`config.mk`:
```
export PLATFORM = sky130hd
export DESIGN_NAME = alu_sequencer
export DESIGN_NICKNAME = d
export VERILOG_FILES = /design/src/rtl/alu_sequencer.sv
export SDC_FILE = /design/constraint.sdc
export NUM_CORES = 1
export LEC_CHECK = 0
export ABC_AREA = 1
export CAP_MARGIN = 10
export CORE_MARGIN = 2
export CORE_UTILIZATION = 30
export CTS_BUF_LIST = sky130_fd_sc_hd__clkbuf_16
export CTS_CLUSTER_DIAMETER = 60
export DETAILED_ROUTE_END_ITERATION = 16
export HOLD_SLACK_MARGIN = 0.1
export PLACE_DENSITY_LB_ADDON = 0.25
export SLEW_MARGIN = 20
export SYNTH_ARGS = -nofsm -noshare
export SYNTH_HDL_FRONTEND = slang
export SYNTH_SLANG_ARGS = --single-unit
```
`constraint.sdc`:
```
create_clock -name clk -period 1.2 [get_ports clk]
set_input_delay 0.24 -clock clk [delete_from_list [all_inputs] [get_ports clk]]
set_output_delay 0.24 -clock clk [all_outputs]
set_load 0.01 [all_outputs]
```
`src/rtl/alu_sequencer.sv`:
```
// alu_sequencer: three-cycle command sequencer that feeds an external ALU and writes results to r0..r3.
module alu_sequencer (
    input  logic       clk,
    input  logic       rst_n,
    input  logic       cmd_valid,
    output logic       cmd_ready,
    input  logic [2:0] cmd_op,
    input  logic [1:0] cmd_rd,
    input  logic [1:0] cmd_rs,
    input  logic [1:0] cmd_rt,
    input  logic       cmd_imm_en,
    input  logic [7:0] cmd_imm,
    output logic [7:0] alu_a,
    output logic [7:0] alu_b,
    output logic [2:0] alu_sel,
    input  logic [7:0] alu_f,
    input  logic       alu_ovf,
    input  logic       alu_take_branch,
    output logic       rsp_valid,
    output logic [7:0] rsp_data,
    output logic       rsp_branch,
    output logic       ovf_sticky,
    input  logic       ovf_clr,
    input  logic [1:0] dbg_addr,
    output logic [7:0] dbg_data
);
    typedef enum logic [1:0] {IDLE, EXEC, WB} state_t;
    state_t state_q, state_d;
    logic [3:0][7:0] regs_q, regs_d;
    logic [7:0] a_q, a_d, b_q, b_d, data_q, data_d;
    logic [2:0] sel_q, sel_d;
    logic [1:0] rd_q, rd_d;
    logic br_q, br_d, ovf_q, ovf_d;
    logic accept, exec, wb, is_cmp;

    always_ff @(posedge clk or negedge rst_n) begin
        if (!rst_n) state_q <= IDLE;
        else        state_q <= state_d;
    end

    always_comb begin
        state_d = state_q;
        case (state_q)
            IDLE:    state_d = (cmd_valid && cmd_ready) ? EXEC : IDLE;
            EXEC:    state_d = WB;
            default: state_d = IDLE;
        endcase
    end

    always_comb begin
        cmd_ready = (state_q == IDLE);
        rsp_valid = (state_q == WB);
        accept    = cmd_valid && cmd_ready;
        exec      = (state_q == EXEC);
        wb        = rsp_valid;
    end

    // Ops 6 and 7 are compares: they report a branch flag but never write back.
    assign is_cmp = &sel_q[2:1];

    always_comb begin
        regs_d = regs_q;
        a_d    = a_q;
        b_d    = b_q;
        sel_d  = sel_q;
        rd_d   = rd_q;
        data_d = data_q;
        br_d   = br_q;
        ovf_d  = (exec && sel_q == 3'd0 && alu_ovf) ? 1'b1 : (ovf_clr ? 1'b0 : ovf_q);
        if (accept) begin
            a_d   = regs_q[cmd_rs];
            b_d   = cmd_imm_en ? cmd_imm : regs_q[cmd_rt];
            sel_d = cmd_op;
            rd_d  = cmd_rd;
        end
        if (exec) begin
            data_d = alu_f;
            br_d   = is_cmp && alu_take_branch;
        end
        if (wb && !is_cmp) regs_d[rd_q] = data_q;
    end

    always_ff @(posedge clk or negedge rst_n) begin
        if (!rst_n) begin
            regs_q <= '0;
            a_q    <= '0;
            b_q    <= '0;
            sel_q  <= '0;
            rd_q   <= '0;
            data_q <= '0;
            br_q   <= 1'b0;
            ovf_q  <= 1'b0;
        end else begin
            regs_q <= regs_d;
            a_q    <= a_d;
            b_q    <= b_d;
            sel_q  <= sel_d;
            rd_q   <= rd_d;
            data_q <= data_d;
            br_q   <= br_d;
            ovf_q  <= ovf_d;
        end
    end

    assign alu_a      = a_q;
    assign alu_b      = b_q;
    assign alu_sel    = sel_q;
    assign rsp_data   = data_q;
    assign rsp_branch = br_q;
    assign ovf_sticky = ovf_q;
    assign dbg_data   = regs_q[dbg_addr];
endmodule

```
Yosys cells after proc, flatten, opt, wreduce, memory -nomap -nowiden --
Index checks and enable logic that the tools add are counted.
Cells by class: order comparisons 5, equality and inequality tests 2, multiplexer cells 14, reductions and logical operators 11
Operators by type and width (number):
- binary-select mux 8 bit (select 2 bit) | 3
- two-way mux 8 bit | 5
- bitwise mux 32 bit | 1
- demux 8 bit (select 2 bit) | 1
- < comparator 2 x 3 -> 1 bit, second input constant | 4
- logical AND 1 bit | 6
- case mux 2 bit (2 select lines) | 1
- logical NOT 3 bit | 1
- two-way mux 1 bit | 3
- == test 2 x 1 -> 1 bit, second input constant | 1
- == test 2 bit, second input constant | 1
- >= comparator 2 x 1 -> 1 bit, second input constant | 1
- logical NOT 2 bit | 1
- AND reduction 2 bit | 1
- nonzero test 2 bit | 1
- logical NOT 1 bit | 1
Storage, ports and cells: flip-flop bits (word level) 65, input bits 34, output and inout port bits 39, logic and storage cells 44

Logic depth before layout (Yosys ltp) --
Gate-level depths: netlist (run 1).
word-level depth 5, depth in mapped cells 9

Least setup slack after synthesis (run 1) --
Ideal clock, no wire load.
path type reg2reg, from reg state_q[0], to reg b_q[6], in the netlist alu_b[6], arrival time 1.091 ns, required time 1.135 ns, setup slack 0.044 ns, cell stages (with the launch flop) 7, cells stage by stage dfrtp_1 nor2_2 nand2_2 buf_4 nor2_1 nand2_1 nand2_1
Between the ends: cells in the longest elaborated chain, start to end 2
Ends and longest elaborated chain:
- start, declared | RTL line 28 | state_t state_q, state_d;
- start signal, assigned | RTL line 38 | else state_q <= state_d;
- logical NOT 2 bit | RTL line 51 | cmd_ready = (state_q == IDLE);
- net cmd_ready | RTL line 6 | output logic cmd_ready,
- logical AND 1 bit | RTL line 53 | accept = cmd_valid && cmd_ready;
- end signal, assigned | RTL line 87 | b_q <= '0;
- end signal, assigned | RTL line 96 | b_q <= b_d;
- end, declared | RTL line 30 | logic [7:0] a_q, a_d, b_q, b_d, data_q, data_d;
The timed path passes the listed nets, and every way through them passes these cells. A chain may end at the register's enable or synchronous reset.

Final worst setup path (run 1) --
from reg regs_q[14] (netlist name), to out dbg_data[6]
Between the ends: cells in the longest elaborated chain, start to end 2
Ends and longest elaborated chain:
- start, declared | RTL line 29 | logic [3:0][7:0] regs_q, regs_d;
- start signal, assigned | RTL line 94 | regs_q <= regs_d;
- binary-select mux 8 bit (select 2 bit) | RTL line 111 | assign dbg_data = regs_q[dbg_addr];
- two-way mux 8 bit (not written as such) | RTL line 111
- end, declared | RTL line 25 | output logic [7:0] dbg_data
No other way between the ends. The select of a mux whose other input is x is not followed.

==> results of run 1 <==
==> power by group <==
part / leakage, uW / internal [uW] / total (uW) / switching (uW)
Sequential: 0.000828 / 3000 / 3700 / 701
Clock: 0.000162 / 2030 / 3070 / 1040
Combinational: 0.00191 / 2370 / 5170 / 2800
==> routing by layer <==
layer	vias up	routed length (um)	global-route usage, %
li1	1833	-	-
met1	1772	5890	27.7
met2	100	5850	31.9
met3	15	586	2.90
met4	0	209	7.17
met5	-	0	0
==> synthesized netlist by cell type, drive strengths merged <==
| master | number |
|---|---|
| buf | 17 |
| clkbuf | 1 |
| dfrtp | 65 |
| inv | 23 |
| nand2 | 220 |
| nand3 | 41 |
| nor2 | 71 |
| nor3 | 1 |
| o21ai | 36 |
| o22ai | 8 |
==> how the worst max path moves through the flow <==
stage | start | to | depth (start not counted)
after floorplan | state_q[0] | alu_b[6] | 6
after global placement | dbg_addr[1] | dbg_data[3] | 5
after detailed placement | dbg_addr[0] | dbg_data[6] | 6
after CTS | regs_q[11] | dbg_data[3] | 3
after global routing | regs_q[11] | dbg_data[3] | 3
final | regs_q[14] | dbg_data[6] | 3
==> cell type report <==
class / count / area (um^2)
Fill cell: 1126 / 5600
Multi-Input combinational cell: 377 / 2040
Sequential cell: 65 / 1630
Timing Repair Buffer: 158 / 1370
Clock buffer: 9 / 225
Tap cell: 143 / 179
Clock inverter: 7 / 119
Inverter: 23 / 111
Timing Repair inverter: 1 / 6.26
==> sequential cells by signal (all words and copies together), names as in the netlist <==
register    cells
alu_b           8
ovf_sticky      1
alu_a           8
rd_q            2
state_q         2
rsp_data        8
regs_q         32
alu_sel         3
rsp_branch      1
==> logic make-up after synthesis <==
group | Yosys count
and+or+nand+nor | 333
buffers and inverters | 41
DFF | 65
AOI/OAI and AO/OA | 44
==> cell usage in the layout, fill, tap and decap left out, types with 2 or more instances in the layout <==
cell type        instances
nand3_2                 15
clkinvlp_4               2
nand2_1                171
buf_4                   66
buf_2                   24
nor2_4                  12
o21ai_2                 13
nor2_1                  52
bufinv_16                3
buf_12                   6
clkbuf_2                13
clkdlybuf4s15_1          2
nand2_2                 32
o21ai_1                 12
nand3_1                 26
o22ai_1                  7
nand2_8                  5
inv_2                    5
nand2_4                 12
inv_1                   14
buf_8                    3
inv_4                    3
buf_6                    9
o21ai_0                 11
dfrtp_1                 64
nor2_2                   6
clkdlybuf4s50_1         29
clkbuf_16               12
==> worst max-delay path: cells and delay by family (launching register included) <==
kind / cells / cell delay, ns
flops: 1 / 0.42
buf+inv: 1 / 0.15
compound gates: 2 / 0.22
==> timing repair <==
| item | CTS | global route |
|---|---|---|
| pin swaps | 28 | 25 |
| setup endpoints to repair | 88 | 92 |
| hold buffers | 1 | 0 |
| resized for setup | 195 | 112 |
| setup buffers | 8 | 10 |
| endpoints found under the hold margin | 10 | 0 |
| cloned | 1 | 5 |
==> per-stage QoR <==
step | total power (uW) | hold slack, ns | setup slack (ns) | TNS (ns) | utilization (%)
2_1_floorplan | 5370 | -0.0556 | 0.0439 | 0 | -
3_3_place_gp | 8200 | 0.171 | -0.880 | -11.81 | 42.2
3_5_place_dp | 8210 | 0.179 | -0.858 | -12.40 | 42.2
4_1_cts | 11500 | 0.356 | -0.186 | -2.73 | 47.8
5_1_grt | 12600 | 0.366 | -0.218 | -6.81 | 50.3
6_report | 11900 | 0.350 | -0.162 | -2.75 | 50.3
==> summary.txt, run 1 <==
Place
  • IO buf count: 72
  • Detailed Place HPWL: 8.83 mm
  • Area post-placement: 4760 um^2
  • GPL Wtd Cong: 0.890
  • Placed insts: 746

Die
  • # rows: 39
  • Starting Density: 30.5%
  • Die Height: about 110 um
  • Die ar.: 12,300 um^2
  • I/O pins: 73
  • Core area: 11,300 um^2
  • Die width: 111 um

Power
  • Peak VDD IR: just under 0.0009 V
  • Leakage: 0.00290 uW
  • Power Dens Cells: 2110 nW/um^2

Critical path
  • FF-to-FF End: regs_q[29]
  • R2R cell count: 7
  • R2R Setup Slk: -0.10 ns
  • Worst path max stage delay: between 0.4 and 0.5 ns
  • Crit path required time: roughly 0.96 ns
  • Crit-path max FO: 2
  • Setup crit end kind: primary output
  • Critical path class: reg -> out
  • Arrival time at the worst endpoint: 1.12 ns
  • Worst setup SP type: register
  • Slowest CP cell: dfrtp_1
  • Worst reg2reg startpoint: state_q[0]
  • CP Cell Sequence: o21ai_1, o22ai_1, buf_2

Layout
  • Area grow syn2layout: 65.2%
  • Post-route cell area: about 5700 um^2
  • Diodes inserted: 0
  • Layout cell share with drive strength beyond 1: 38.9%
  • Final cell count without fillers: between 700 and 800
  • Nets: 669

Detailed routing
  • Vias per std cell: 4.75
  • DRT Wirelength: 12.5 mm
  • Drt drc: 0
  • DR iter-0 viols: 303
  • WL/cell: 16.0 um
  • DR vias: 3,720
  • 1st-pass router iterations: 7
  • Post-route ant nets: 0

Yosys
  • Largest area contributor in the netlist: dfrtp_1
  • Mapped Area: 3430 um^2
  • Main combinational cell family by area after synthesis: simple AND/OR/NAND/NOR gates
  • Mux share of post-synthesis cell area: 0%
  • Gate Count Post-Synth: 483
  • Number of synthesis warnings: 0
  • Compound-gate portion of the synthesized area: about 6.9%
  • Avg Cell Area, Syn: around 7.1 um^2
  • Simple-Gate Fraction of Synth Area: 39.4%
  • Register area share after synthesis: 47.4%
  • Syn Nets: around 520
  • XOR/XNOR share of the synthesized area: 0%
  • FF+latch count, synth: 65
  • Synth unique cells: 21
  • Post-Synth Adder-Cell Area: 0%
  • Share of the synthesized area in the top cell type: 47.4%
  • Largest cells by area after synthesis: dfrtp_1 (47%), nand2_1 (24%), nor2_1 (7.1%)

Timing
  • Worst slew margin: 76.1%
  • Final setup fails: 50
  • Worst-margin pin slew: 0.358 ns
  • Post-route setup slack: -0.162 ns
  • Fin crit period: between 1 and 1.5 ns
  • Skew final: a little over 0.01 ns
  • Final Hold Fails: 0
  • Part of the cycle the worst path needs: 114%
  • Final Slew Violations: 0
  • Setup repair after global routing missed its margin: yes
  • Fmax: 734 MHz

Clocking
  • CTS Root Cell: clkbuf_16
  • H-tree levels: 3
  • CTS max path bufs: 2
  • Clk slew on worst S/H paths: 0.06 ns
  • Worst skew pair latency: 0.34 ns
  • CTS tree: yes
  • Number of CTS-inserted buffers: 9
  • Clock sink count: 65

GRT
  • Initial antenna violation count: 0
  • Vias in the first global route: 3,646
  • Grt total ovfl: 0
  • GRT Util Overall: 20.0%
  • Pin count of the biggest net entering global routing: 33
  • Global-route wire length before repair: 19.1 mm

Job
  • Max-cap violation count: 0

Hold path
  • Hold/Removal Path Class: in -> async

Status
  • Failing checks: negative setup slack
  • Status: finished, violations left
Note: power is estimated with default switching activity, not from simulation.
==> run 2: changes to the inputs <==
- CORE_MARGIN: 2 -> 3
- RECOVER_POWER: unset -> 50
==> run 2 against run 1 <==
  * Hold slack improved by 0.096 ns
  * Register-to-register slack improved by 0.04 ns
  * Clock power about the same
  * Combinational power increased by 0.8%
  * Non-clock buffer count decreased by 9
  * Flip-flop and latch count unchanged
  * Sequential share of layout area increased by 0.076 points
  * Sequential power decreased by 3%
  * The run still ends with negative setup slack left
  * Maximum frequency decreased by 3.5%
  * Die area increased by 3.6%
  * Total power decreased by 0.86%
  * Count of clock-buffer cells in the layout unchanged
==> summary.txt, run 2 (same netlist as run 1, synthesis figures left out) <==
Clocking
  • CTS tree: yes
  • CTS Root Cell: clkbuf_16
  • CTS max path bufs: 2 (unchanged)
  • Clock sink count: 65 (unchanged)
  • Worst skew pair latency: 0.33 ns (about the same)
  • Clk slew on worst S/H paths: 0.06 ns (about the same)
  • H-tree levels: 3 (unchanged)
  • Number of CTS-inserted buffers: 9 (unchanged)

GRT
  • Grt total ovfl: 0 (unchanged)
  • Pin count of the biggest net entering global routing: 43 (+30%)
  • Vias in the first global route: 3,620 (-0.71%)
  • GRT Util Overall: 18.5% (-1.5 points)
  • Global-route wire length before repair: 18.4 mm (-3.7%)
  • Initial antenna violation count: 0 (unchanged)

Layout
  • Multi-input logic area: 2070 um^2 (+1.5%)
  • Layout cell share with drive strength beyond 1: 39.5% (+0.55 points)
  • Commonest non-fill, non-tap cells in the layout: nand2_1 (161), dfrtp_1 (64), buf_4 (57), nor2_1 (51), nand2_2 (43)
  • Filler instances: 1,106 (-1.8%)
  • Post-route cell area: 5660 um^2 (-0.26%)
  • Diodes inserted: 0 (unchanged)
  • Nets: 661 (-1.2%)
  • Largest Register: regs_q
  • Max FFs per register: 32 (unchanged)
  • Final cell count without fillers: 771 (-1.5%)
  • Area grow syn2layout: 64.7%
  • Most common cell after layout, fill and taps aside: nand2_1
  • Register Area: 1630 um^2 (unchanged)

Detailed routing
  • Post-route ant nets: 0 (unchanged)
  • Vias per std cell: 4.89 (+2.9%)
  • WL/cell: 15.5 um (-3.0%)
  • DR vias: 3,768 (+1.3%)
  • 1st-pass router iterations: 5 (-2)
  • DR iter-0 viols: 219 (-28%)
  • DRT Wirelength: 12.0 mm (-4.5%)
  • Drt drc: 0 (unchanged)

Timing
  • Part of the cycle the worst path needs: 118% (+4.2 points)
  • Final Hold Fails: 0 (unchanged)
  • Final setup fails: 60 (+20%)
  • Skew final: 0.00482 ns (-0.00556 ns)
  • Worst slew margin: 59.8% (-16 points)
  • Worst-margin pin slew: 0.603 ns (+0.245 ns)
  • Final Slew Violations: 0 (unchanged)
  • Fmax: 708 MHz (-3.5%)
  • Fin crit period: 1.41 ns (+0.0500 ns)
  • Post-route setup slack: -0.212 ns (-0.0500 ns)
  • Setup repair after global routing missed its margin: yes

Critical path
  • Worst path max stage delay: 0.42 ns (about the same)
  • WP buf/inv: 1 (unchanged)
  • Crit path required time: 0.96 ns (about the same)
  • Slowest CP cell: dfrtp_1
  • CP Cell Sequence: o21ai_2, o22ai_2, buf_2
  • R2R cell count: 5 (-2)
  • Kind of cell adding the most delay to the critical path: flip-flops
  • Setup crit end kind: primary output
  • Critical path class: reg -> out
  • Arrival time at the worst endpoint: 1.17 ns (+0.05 ns)
  • Critical path depth: 3 (unchanged)
  • Crit-path max FO: 2 (unchanged)
  • Worst setup SP type: register

Die
  • # rows: 38 (-2.6%)
  • Die Height: 113 um (+1.8%)
  • Starting Density: 31.1% (+0.67 points)
  • Core area: 11,000 um^2 (-2.1%)
  • I/O pins: 73 (unchanged)
  • Die width: 113 um (+1.8%)
  • Die ar.: 12,800 um^2 (+3.6%)

Place
  • Area post-placement: 4750 um^2 (-0.18%)
  • GPL Wtd Cong: 0.907 (+1.9%)
  • IO buf count: 72 (unchanged)
  • Placed insts: 739 (-0.94%)
  • Detailed Place HPWL: 8.25 mm (-6.6%)

Status
  • Status: finished, violations left
  • Failing checks: negative setup slack

Hold path
  • Worst hold stages: 3
  • Hold/Removal Path Class: in -> reg

Power
  • Sequential power share: 30.3% (-0.7 points)
  • Clk pwr share: 25.7% (about the same)
  • Sw Ratio: 37.2% (-0.86 points)
  • Net switching power: 4400 uW (-3.1%)
  • Comb pwr share: 44.0% (+0.7 points)
  • Power Dens Cells: 2090 nW/um^2 (-0.59%)
  • Int Power: 7430 uW (+0.52%)
  • Peak VDD IR: 0.000791 V (-10%)
  • Leakage: 0.00284 uW (-2.3%)

Job
  • Max-cap violation count: 0 (unchanged)
run 2: path summary, 6_finish.rpt:
path                            start           to  slack, ns
setup / recovery           regs_q[16]  dbg_data[0]      -0.21
setup reg to reg           state_q[0]   regs_q[26]      -0.06
hold / removal               alu_f[7]  rsp_data[7]       0.45
hold reg to reg              alu_b[7]     alu_b[7]       0.48
min in group asynchronous       rst_n   state_q[1]       0.58
max in group asynchronous       rst_n    regs_q[8]       0.18
run 2: timing repair:
action                                  in CTS  in global routing
resized for setup                          164                154
endpoints found under the hold margin       65                  0
pin swaps                                   12                 56
endpoints found under the setup margin      81                 88
hold buffers                                 1                  0
gates cloned                                 3                  3
setup buffers                                1                  9
run 2: per-layer routing:
layer,vias up,wire length [um],global-route usage (%)
met1,1792,5070,24.1
met2,128,5770,29.7
met5,-,0,0
met4,0,423,8.49
li1,1818,-,-
met3,30,702,3.58
run 2: layout make-up:
class / instances / share of cell area (%)
inverter: 23 / 2.08
tap: 140 / 3.10
clock buffer: 9 / 3.98
timing repair inverter: 1 / 0.354
sequential: 65 / 28.8
timing repair buffer: 149 / 23.1
multi-input combinational: 378 / 36.5
clock inverter: 6 / 2.06
run 2: power groups by stage:
stage | Combinational (uW) | Sequential [uW] | Clock, uW
floorplan | 1610 | 3760 | 0
global placement | 4480 | 3570 | 0
detailed placement | 4550 | 3540 | 0
CTS | 4550 | 3530 | 3100
global route | 5700 | 3690 | 3210
finish | 5210 | 3590 | 3040
run 2: metrics by stage:
step / hold WS [ns] / utilization [%] / power (uW) / TNS, ns / setup slack (ns)
after floorplan: -0.0556 / - / 5370 / 0 / 0.0439
after global routing: 0.448 / 51.3 / 12600 / -6.93 / -0.252
final: 0.446 / 51.3 / 11800 / -2.85 / -0.212
after CTS: 0.438 / 47.4 / 11200 / -1.73 / -0.215
after detailed placement: 0.250 / 43.1 / 8090 / -11.62 / -0.945
after global placement: 0.247 / 43.1 / 8050 / -10.68 / -0.900
run 2: tightest hold or removal path, delay by kind of cell:
family                 cells  cell delay, ns
and+or+nand+nor            2            0.11
buffers and inverters      1            0.39
==> run 3: changes to the inputs <==
- CORE_ASPECT_RATIO: unset -> 0.75
- SKIP_CTS_REPAIR_TIMING: unset -> 1
==> run 3 against run 2 <==
  * Clock power down 13%
  * First-iteration DRC count up 21%
  * The flow still finishes with violations (negative setup slack)
  * Cell area increased by 0.71%
  * Maximum frequency up 4.2%
  * Hold slack worse by 0.0074 ns
  * Register-to-register slack worse by 0.04 ns
  * Routed wire length rose by 1.8%
  * Setup slack improved by 0.057 ns
  * Critical path depth did not move
  * Largest power group unchanged
  * Flip-flop and latch count unchanged
  * Die area barely moved
  * Sequential power is essentially flat
==> summary.txt, run 3 (same netlist as run 1, synthesis figures left out) <==
Status
  • Status: finished, violations left
  • Failing checks: negative setup slack

Hold path
  • Hold/Removal Path Class: in -> reg
  • Hold path start: alu_f[6]

Place
  • GPL Wtd Cong: 0.922 (+1.7%)
  • Detailed Place HPWL: 8.14 mm (-1.4%)
  • Area post-placement: 4720 um^2 (-0.63%)
  • IO buf count: 72 (unchanged)
  • Pre-CTS setup slack: -0.939 ns (+0.00597 ns)

Detailed routing
  • Post-route ant nets: 0 (unchanged)
  • DR iter-0 viols: 265 (+21%)
  • Drt drc: 0 (unchanged)
  • DRT Wirelength: 12.2 mm (+1.8%)
  • WL/cell: 15.8 um (+1.8%)
  • Vias per std cell: 4.81 (-1.6%)
  • DR vias: 3,706 (-1.6%)
  • 1st-pass router iterations: 5 (unchanged)

Timing
  • Worst-margin pin slew: 0.619 ns (+0.0163 ns)
  • Setup_tns: -3.38 ns (-0.534 ns)
  • Part of the cycle the worst path needs: 113% (-4.8 points)
  • Fin crit period: 1.36 ns (-0.0571 ns)
  • Final setup fails: 43 (-28%)
  • Worst slew margin: 58.7% (-1.1 points)
  • Final Slew Violations: 0 (unchanged)
  • Hold_ws: 0.439 ns (-0.00738 ns)
  • Post-route setup slack: -0.155 ns (+0.0571 ns)
  • Fmax: 738 MHz (+4.2%)
  • Final Hold Fails: 0 (unchanged)
  • Setup repair after global routing missed its margin: yes
  • Skew final: 0.00489 ns (+0.0000746 ns)

Critical path
  • Crit-path max FO: 2 (unchanged)
  • Worst setup SP type: register
  • Crit path required time: 0.96 ns (about the same)
  • R2R Setup Slk: -0.10 ns (-0.04 ns)
  • Setup crit end kind: primary output
  • Critical path startpoint: regs_q[18]
  • Worst reg2reg startpoint: state_q[0]
  • Critical path class: reg -> out
  • Arrival time at the worst endpoint: 1.12 ns (-0.05 ns)

Layout
  • Commonest non-fill, non-tap cells in the layout: nand2_1 (180), dfrtp_1 (64), buf_4 (62), nor2_1 (55)
  • Multi-input logic area: 2040 um^2 (-1.1%)
  • Register Area: 1630 um^2 (unchanged)
  • Diodes inserted: 0 (unchanged)
  • Largest Register: regs_q
  • Filler instances: 1,073 (-3.0%)
  • Most common cell after layout, fill and taps aside: nand2_1
  • Max FFs per register: 32 (unchanged)
  • Layout cell share with drive strength beyond 1: 32.8% (-6.7 points)
  • Nets: 660 (-0.15%)
  • Post-route cell area: 5700 um^2 (+0.71%)
  • Post-layout util: 51.5% (+0.20 points)
  • Area grow syn2layout: 65.9%

Job
  • Max-cap violation count: 0 (unchanged)

Power
  • Leakage: 0.00308 uW (+8.6%)
  • Power Dens Cells: 2010 nW/um^2 (-3.9%)
  • Int Power: 7070 uW (-4.8%)
  • Sw Ratio: 38.2% (+1.0 points)
  • Peak VDD IR: 0.000803 V (+1.5%)
  • Comb pwr share: 45.7% (+1.7 points)
  • Net switching power: 4380 uW (-0.58%)
  • Clk pwr share: 22.9% (-2.8 points)
  • Sequential power share: 31.4% (+1.1 points)

Clocking
  • Clk slew on worst S/H paths: 0.06 ns (about the same)
  • Worst skew pair latency: 0.34 ns (about the same)
  • CTS Root Cell: clkbuf_16
  • CTS tree: yes
  • H-tree levels: 3 (unchanged)
  • Number of CTS-inserted buffers: 9 (unchanged)
  • CTS max path bufs: 2 (unchanged)
  • Clock sink count: 65 (unchanged)

Die
  • I/O pins: 73 (unchanged)
  • Starting Density: 31.0% (-0.099 points)
  • Die Height: 98.6 um (-13%)
  • Core area: 11,100 um^2 (+0.32%)
  • # rows: 33 (-13%)
  • Die ar.: 12,800 um^2 (about the same)
  • Die width: 130 um (+15%)

GRT
  • Initial antenna violation count: 0 (unchanged)
  • GRT Util Overall: 17.5% (-0.94 points)
  • Global-route wire length before repair: 17.6 mm (-4.3%)
  • Pin count of the biggest net entering global routing: 66 (+53%)
  • Vias in the first global route: 3,594 (-0.72%)
  • Grt total ovfl: 0 (unchanged)
run 3: final cells by class:
| type | instances | area share [%] |
|---|---|---|
| repair inverters | 1 | 0.286 |
| clock inverters | 7 | 1.23 |
| repair buffers | 148 | 25.2 |
| flip-flops and latches | 65 | 28.6 |
| well taps | 140 | 3.08 |
| multi-input cells | 378 | 35.9 |
| clock buffers | 9 | 3.95 |
| inverters | 23 | 1.82 |
run 3: path summary, 6_finish.rpt:
kind | endpoint | depth (start not counted)
setup reg to reg | regs_q[29] | 5
max in group asynchronous | state_q[0] | 3
setup / recovery | dbg_data[2] | 3
min in group asynchronous | regs_q[3] | 3
hold / removal | rsp_data[6] | 3
hold reg to reg | alu_b[5] | 2
run 3: metrics by stage:
stage	total power, uW	instances
2_1_floorplan	5370	483
3_3_place_gp	7970	740
3_5_place_dp	8050	740
4_1_cts	10700	756
5_1_grt	12100	771
6_report	11400	771
run 3: power groups by stage:
stage	Clock, uW	Sequential, uW	Combinational [uW]
final	2630	3590	5230
after floorplan	0	3760	1610
after global routing	2750	3670	5700
after CTS	2650	3510	4530
after global placement	0	3550	4430
after detailed placement	0	3540	4510
run 3: critical path, stage by stage (launching register included):
cell and delay [ns]:
dfrtp_1 0.37, o21ai_1 0.09, o22ai_1 0.16, clkbuf_2 0.16
run 3: per-layer routing:
layer	up-vias	GRT usage, %	share of wire, %
met5	-	0	0
met4	0	4.79	1.3
met3	13	3.95	4.8
met2	115	27.8	46
met1	1764	24.3	48
li1	1814	-	-
